$ cat config.mk
export PLATFORM = sky130hd
export DESIGN_NAME = bcd_adder
export DESIGN_NICKNAME = d
export VERILOG_FILES = /design/src/rtl/bcd_adder.sv
export SDC_FILE = /design/constraint.sdc
export NUM_CORES = 1
export LEC_CHECK = 0
export CAP_MARGIN = 20
export CORE_UTILIZATION = 40
export DETAILED_ROUTE_END_ITERATION = 6
export DONT_BUFFER_PORTS = 1
export GPL_ROUTABILITY_DRIVEN = 1
export PLACE_DENSITY_LB_ADDON = 0.12
export SYNTH_ARGS = -nofsm -noshare
export SYNTH_HDL_FRONTEND = slang
export SYNTH_SLANG_ARGS = --single-unit
$ cat constraint.sdc
create_clock -name clk -period 0.8 [get_ports clk]
set_input_delay 0.16 -clock clk [delete_from_list [all_inputs] [get_ports clk]]
set_output_delay 0.16 -clock clk [all_outputs]
set_load 0.005 [all_outputs]
$ cat src/rtl/bcd_adder.sv
// Registered multi-digit packed-BCD adder with decimal carry chain.
// Digits that are not valid BCD still follow the same correction rule and raise invalid.
module bcd_adder #(
  parameter int DIGITS = 1
) (
  input  logic                  clk,
  input  logic                  rst,
  input  logic [4*DIGITS-1:0]   A,
  input  logic [4*DIGITS-1:0]   B,
  input  logic                  carryin,
  input  logic                  in_valid,
  output logic [4*DIGITS-1:0]   Y,
  output logic                  carryout,
  output logic                  invalid,
  output logic                  out_valid
);

  logic [DIGITS:0]     carry;
  logic [4*DIGITS-1:0] sum_next;
  logic [DIGITS-1:0]   bad_digit;

  assign carry[0] = carryin;

  genvar gi;
  generate
    for (gi = 0; gi < DIGITS; gi++) begin : g_digit
      logic [3:0] a_d;
      logic [3:0] b_d;
      logic [4:0] raw;
      logic       over9;

      assign a_d   = A[4*gi +: 4];
      assign b_d   = B[4*gi +: 4];
      assign raw   = {1'b0, a_d} + {1'b0, b_d} + {4'b0000, carry[gi]};
      assign over9 = (raw > 5'd9);

      // Adding 6 modulo 16 skips the six unused codes and yields the decimal digit.
      assign sum_next[4*gi +: 4] = over9 ? (raw[3:0] + 4'd6) : raw[3:0];
      assign carry[gi+1]         = over9;
      assign bad_digit[gi]       = (a_d > 4'd9) || (b_d > 4'd9);
    end
  endgenerate

  always_ff @(posedge clk or posedge rst) begin
    if (rst) begin
      Y         <= '0;
      carryout  <= 1'b0;
      invalid   <= 1'b0;
      out_valid <= 1'b0;
    end else begin
      out_valid <= in_valid;
      if (in_valid) begin
        Y        <= sum_next;
        carryout <= carry[DIGITS];
        invalid  <= |bad_digit;
      end
    end
  end

endmodule

==> results of run 1 <==
[logic make-up after synthesis]
kind of cell,count (synthesis)
mux,2
flops,7
buf+inv,6
compound gates,20
xor+xnor,1
fa+ha+maj,6
simple gates,19
[synth_stat cells]
| master | count | area share |
|---|---|---|
| mux2_2 | 1 | 0.020 |
| o21ai_0 | 2 | 0.017 |
| a21oi_2 | 1 | 0.015 |
| a211oi_1 | 3 | 0.039 |
| xnor2_1 | 1 | 0.015 |
| nand2_1 | 2 | 0.013 |
| o21ai_1 | 1 | 0.0087 |
| nand3_2 | 1 | 0.017 |
| nor3b_1 | 1 | 0.013 |
| nand3_1 | 2 | 0.017 |
| nand2b_1 | 1 | 0.011 |
| and2b_1 | 1 | 0.013 |
| mux2i_1 | 1 | 0.017 |
| inv_1 | 5 | 0.033 |
| a31oi_1 | 3 | 0.033 |
| fa_1 | 2 | 0.069 |
| a21oi_1 | 2 | 0.017 |
| o2111ai_1 | 2 | 0.030 |
| a22o_1 | 1 | 0.015 |
| nor2_1 | 6 | 0.039 |
| nand3b_1 | 1 | 0.013 |
| dfrtp_1 | 7 | 0.30 |
| ha_1 | 4 | 0.087 |
| nor2b_1 | 2 | 0.022 |
| a221oi_1 | 1 | 0.015 |
| or4_1 | 1 | 0.013 |
| o21bai_1 | 1 | 0.013 |
| a311oi_1 | 1 | 0.015 |
| a21bo_2 | 1 | 0.017 |
| and3_4 | 1 | 0.020 |
| a31o_1 | 1 | 0.015 |
| buf_4 | 1 | 0.013 |
[state kept, by name, summed over array words and instances, names as in the netlist]
signal,cells
Y,4
carryout,1
invalid,1
out_valid,1
[stage by stage]
stage / setup WS (ps) / instance area [sq um]
after floorplan: -1300 / 614
after global placement: -1360 / 716
after detailed placement: -1420 / 716
after CTS: -1130 / 805
after global routing: -1220 / 852
final: -1150 / 852
[worst max-delay path, stage by stage]
cell and delay, ps:
fa_2 400, fa_2 410, xnor2_2 230, ha_4 220
nor2b_2 70, and3_4 160, or4_4 410, nand3_2 60
[power by group through the flow]
stage | clock (mW) | sequential, mW | combinational, mW
finish | 0.310 | 0.484 | 0.745
CTS | 0.322 | 0.483 | 0.673
detailed placement | 0 | 0.481 | 0.594
floorplan | 0 | 0.477 | 0.407
global placement | 0 | 0.477 | 0.587
global route | 0.349 | 0.494 | 0.818
[final cells by class]
cell class	count	area, sq um	area share
Tap cell	15	18.8	0.0220
Clock buffer	4	26.3	0.0308
Timing Repair Buffer	17	155	0.182
Sequential cell	7	175	0.206
Inverter	5	18.8	0.0220
Multi-Input combinational cell	48	458	0.537
[routing by layer]
layer  part of all wire  vias up
met5                  0        -
met4                  0        0
met3              0.017        0
met2               0.56        8
met1               0.42      260
li1                   -      270
[how the worst min path moves through the flow]
stage	start	endpoint	slack (ps)	cells past startpoint
3_5_place_dp	rst	Y[0]	-9	1
4_1_cts	in_valid	invalid	1	1
3_3_place_gp	rst	Y[0]	-10	1
5_1_grt	in_valid	invalid	1	1
2_1_floorplan	rst	Y[0]	-40	1
6_report	in_valid	invalid	10	1
[repair_timing]
action,CTS,global route
hold buffers,2,0
setup buffers,3,1
gates resized for setup,5,10
pin swaps,7,11
hold endpoints to repair,8,0
setup endpoints to repair,10,12
==> results_dict.tcl, run 1 <==
set metrics [dict create \
    status "complete, but fails checks" \
    violations "setup timing" \
    drtPass1Iterations 2 \
    timing.critical_path.to_type "flip-flop" \
    p_total_mw 1.54 \
    clock_latency_ps 240 \
    p_sw_frac 0.320 \
    p_per_area_nw_per_um2 1810 \
    cts_buffers 3 \
    synth_warnings 0 \
    layout-drive-gt1-share 0.457 \
    period_share 2.43 \
    required_ps 980 \
    num_rows 13 \
    die-width_um 40.0 \
    cp_max_fo 5 \
    tightest_slew_ps 301 \
    viasPerCell 5.60 \
    core_sq_um 1320 \
    drtAntennaViolNets 0 \
    clkTransAtPathRegs_ps 50 \
    grt_util_all_layers 0.203 \
    synth_top_family_by_area "compound AO/OA/AOI/OAI gates" \
    max_freq_mhz 514 \
    finalMaxSlewViolations 0 \
    setup_violations 8 \
    overflow 0 \
    die_area_sq_um 1600 \
    rr_startpoint "Y[1]" \
    clockPowerShare 0.202 \
    critPathCapture "Y[1]" \
    startpoint_type "input port" \
    area_growth_pct 47.7 \
    seq_power_share 0.314 \
    fill_cells 118 \
    antenna_found_initial 0 \
    clock-sinks 7 \
    syn-cell-area_sq_um 577 \
    setup_slack_ps -1150 \
    hpwl_um 1100 \
    hold-worst-slack_ps 11.2 \
    synth_nets 79 \
    htreeDepth 1 \
    drc 0 \
    met3_usage 0.0500 \
    drt-initial-drc-count 9 \
    max_slew_margin 0.799 \
    crit_path_start "A[0]" \
    ys_seq_area_frac 0.304 \
    tns_ps -4760 \
    yosys_register_bits 7 \
    grt_pass1_vias 495 \
    place_inst 87 \
    final_core_util 0.647 \
    grt_max_degree 15 \
    syn_area_per_cell_sq_um 9.46 \
    report.final.hold_viol_count 0 \
    r2r_end "Y[1]" \
    p_leak_nw 0.375 \
    clk_path_buf_depth 2 \
    power.internal_mw 1.05 \
    fin_cells 96 \
    grt_use_met2 0.347 \
    synthDistinctLibCells 32 \
    start_util 0.438 \
    num-nets-final 100 \
    final_cell_mix "9 x buf_4, 7 x dfrtp_1, 6 x buf_6" \
    rsz0062_at_grt "yes" \
    skew_ps 0 \
    synthXorXnorAreaFrac 0.0152 \
    io_buffers 0 \
    fin_crit_ps 1950 \
    max_cap_viol_count 0 \
    yosys.area_share.simple 0.191 \
    power_frac_comb 0.484 \
    grt_util_met1 0.217 \
    hold_class "input port to flip-flop" \
    grt_pass1_wl_um 2080 \
    yosys.area_share.adder 0.156 \
    ioPinCount 19 \
    drt-wirelength-per-cell_um 14.9 \
    grt-busiest-layer "met2" \
    ir_worst_vdd_v 0.000681 \
    die_y_um 40.0 \
    worstPathArrival_ps 2130 \
    synth_compound_gate_area_share 0.252 \
    rrSetupSlack_ps -100 \
    syn_inst 61 \
    reg2regPathDepth 3 \
    gp_congestion 0.746 \
    cts_root_buf "clkbuf_4" \
    cts_tree "done" \
    vias 538 \
    muxShareOfSynthArea 0.0369 \
    n_antenna_cell 0 \
    final_common_cell "buf_4" \
    crit_type "input port to flip-flop" \
    wirelength_um 1430 \
    p_switching_mw 0.492 \
]
Note: power is estimated with default switching activity, not from simulation.
==> run 2, diff against run 1 <==
Settings changed: CORE_AREA set to 2 2 39 41, CORE_UTILIZATION 40 to not set, CTS_CLUSTER_SIZE set to 30, DIE_AREA set to 0 0 41 43.
==> results_dict.tcl, run 2 (synthesis gave the netlist of run 1 again) <==
set metrics [dict create \
    status "complete, but fails checks" \
    violations "setup timing" \
    fill_cells 109 \
    p_leak_nw 0.416 \
    start_util 0.417 \
    grt_pass1_wl_um 2170 \
    max_cap_viol_count 0 \
    cpMostUsedCell "fa_2" \
    multi_input_area_sq_um 518 \
    top_register "Y" \
    num_rows 14 \
    core_sq_um 1380 \
    n_antenna_cell 0 \
    cp_slowest_stage_delay_ps 520 \
    startpoint_type "input port" \
    slowest_stage "or4_1" \
    holdPathStages 1 \
    htreeDepth 1 \
    post-place-ws_ps -1410 \
    min-delay-start "in_valid" \
    drt-initial-drc-count 5 \
    clock-sinks 7 \
    setup_slack_ps -1130 \
    hold_class "input port to flip-flop" \
    clkTransAtPathRegs_ps 50 \
    tightest_slew_ps 291 \
    finalMaxSlewViolations 0 \
    hpwl_um 1030 \
    cp_max_fo 4 \
    drc 0 \
    p_per_area_nw_per_um2 1800 \
    cts_tree "done" \
    largest_reg_flops 4 \
    ir_worst_vdd_v 0.000783 \
    tns_ps -4750 \
    grt_pass1_vias 521 \
    cts_buffers 3 \
    clock_latency_ps 260 \
    skew_ps 0 \
    die_area_sq_um 1760 \
    timing.critical_path.to_type "flip-flop" \
    rrSetupSlack_ps -120 \
    max_freq_mhz 519 \
    crit_path_start "carryin" \
    final_common_cell "buf_4" \
    fin_crit_ps 1930 \
    vias 581 \
    num-nets-final 107 \
    final_cell_mix "16 x buf_4, 7 x dfrtp_1, 5 x nor2_1, 5 x buf_6, 4 x inv_1" \
    ioPinCount 19 \
    setup_violations 10 \
    max_slew_margin 0.805 \
    clk_path_buf_depth 2 \
    grt_max_degree 15 \
    cts_root_buf "clkbuf_4" \
    die_y_um 43 \
    io_buffers 0 \
    crit_type "input port to flip-flop" \
    report.final.hold_viol_count 0 \
    rr_startpoint "Y[1]" \
    drtPass1Iterations 4 \
    required_ps 990 \
    hold-worst-slack_ps 51.6 \
    layout-drive-gt1-share 0.534 \
    die-width_um 41 \
    wirelength_um 1520 \
    overflow 0 \
    regArea_sq_um 175 \
    period_share 2.41 \
    worstPathArrival_ps 2120 \
    antenna_found_initial 0 \
    drt-wirelength-per-cell_um 14.6 \
    area_growth_pct 67.2 \
    reg2regPathDepth 3 \
    rsz0062_at_grt "yes" \
    cp_cell_sequence "fa_2 -> fa_2 -> xnor2_4 -> ha_4 -> buf_6 -> a211oi_4 -> or4_1 -> nand3_1" \
    viasPerCell 5.59 \
    drtAntennaViolNets 0 \
    grt_util_all_layers 0.181 \
    gp_congestion 0.743 \
]
-- run 2: critical path: cells and delay by family --
family	cells	cell delay, ps
simple gates	2	610
buf+inv	1	120
fa+ha+maj	3	990
compound gates	1	50
xor+xnor	1	190
-- run 2: what timing repair did --
item | 4_1_cts | 5_1_grt
endpoints found under the hold margin | 8 | 1
gates resized for setup | 10 | 12
setup buffers | 3 | 5
hold buffers | 2 | 1
cloned | 0 | 0
setup endpoints to repair | 8 | 12
pin swaps | 7 | 3
-- run 2: final timing paths --
path | to
worst max-delay path | Y[1]
worst min-delay path | Y[3]
worst max register to register | Y[1]
worst min register to register | carryout
max in group asynchronous | Y[3]
min in group asynchronous | Y[1]
-- run 2: final cells by class --
cell class	count	area share
inverters	5	0.0195
flip-flops and latches	7	0.182
clock buffers	4	0.0272
multi-input cells	48	0.537
well taps	16	0.0208
repair buffers	24	0.214
-- run 2: report_power, final --
| group | switching [mW] | leakage (nW) | internal (mW) |
|---|---|---|---|
| Sequential | 0.0493 | 0.0814 | 0.430 |
| Clock | 0.139 | 0.0150 | 0.191 |
| Combinational | 0.394 | 0.319 | 0.531 |
-- run 2: stage by stage --
step	power, mW	instance area (sq um)	instances	utilization
2_1_floorplan	0.883	614	61	-
3_5_place_dp	1.09	724	89	0.524
6_report	1.73	965	104	0.697
3_3_place_gp	1.09	724	89	0.524
5_1_grt	1.84	965	104	0.697
4_1_cts	1.53	842	98	0.608
-- run 2: layer usage --
metal	vias to the layer above	share of wire	GRT usage
met2	20	0.52	0.294
met1	272	0.40	0.221
met4	0	0.024	0.100
met3	5	0.052	0.0157
met5	-	0	0
li1	284	-	-
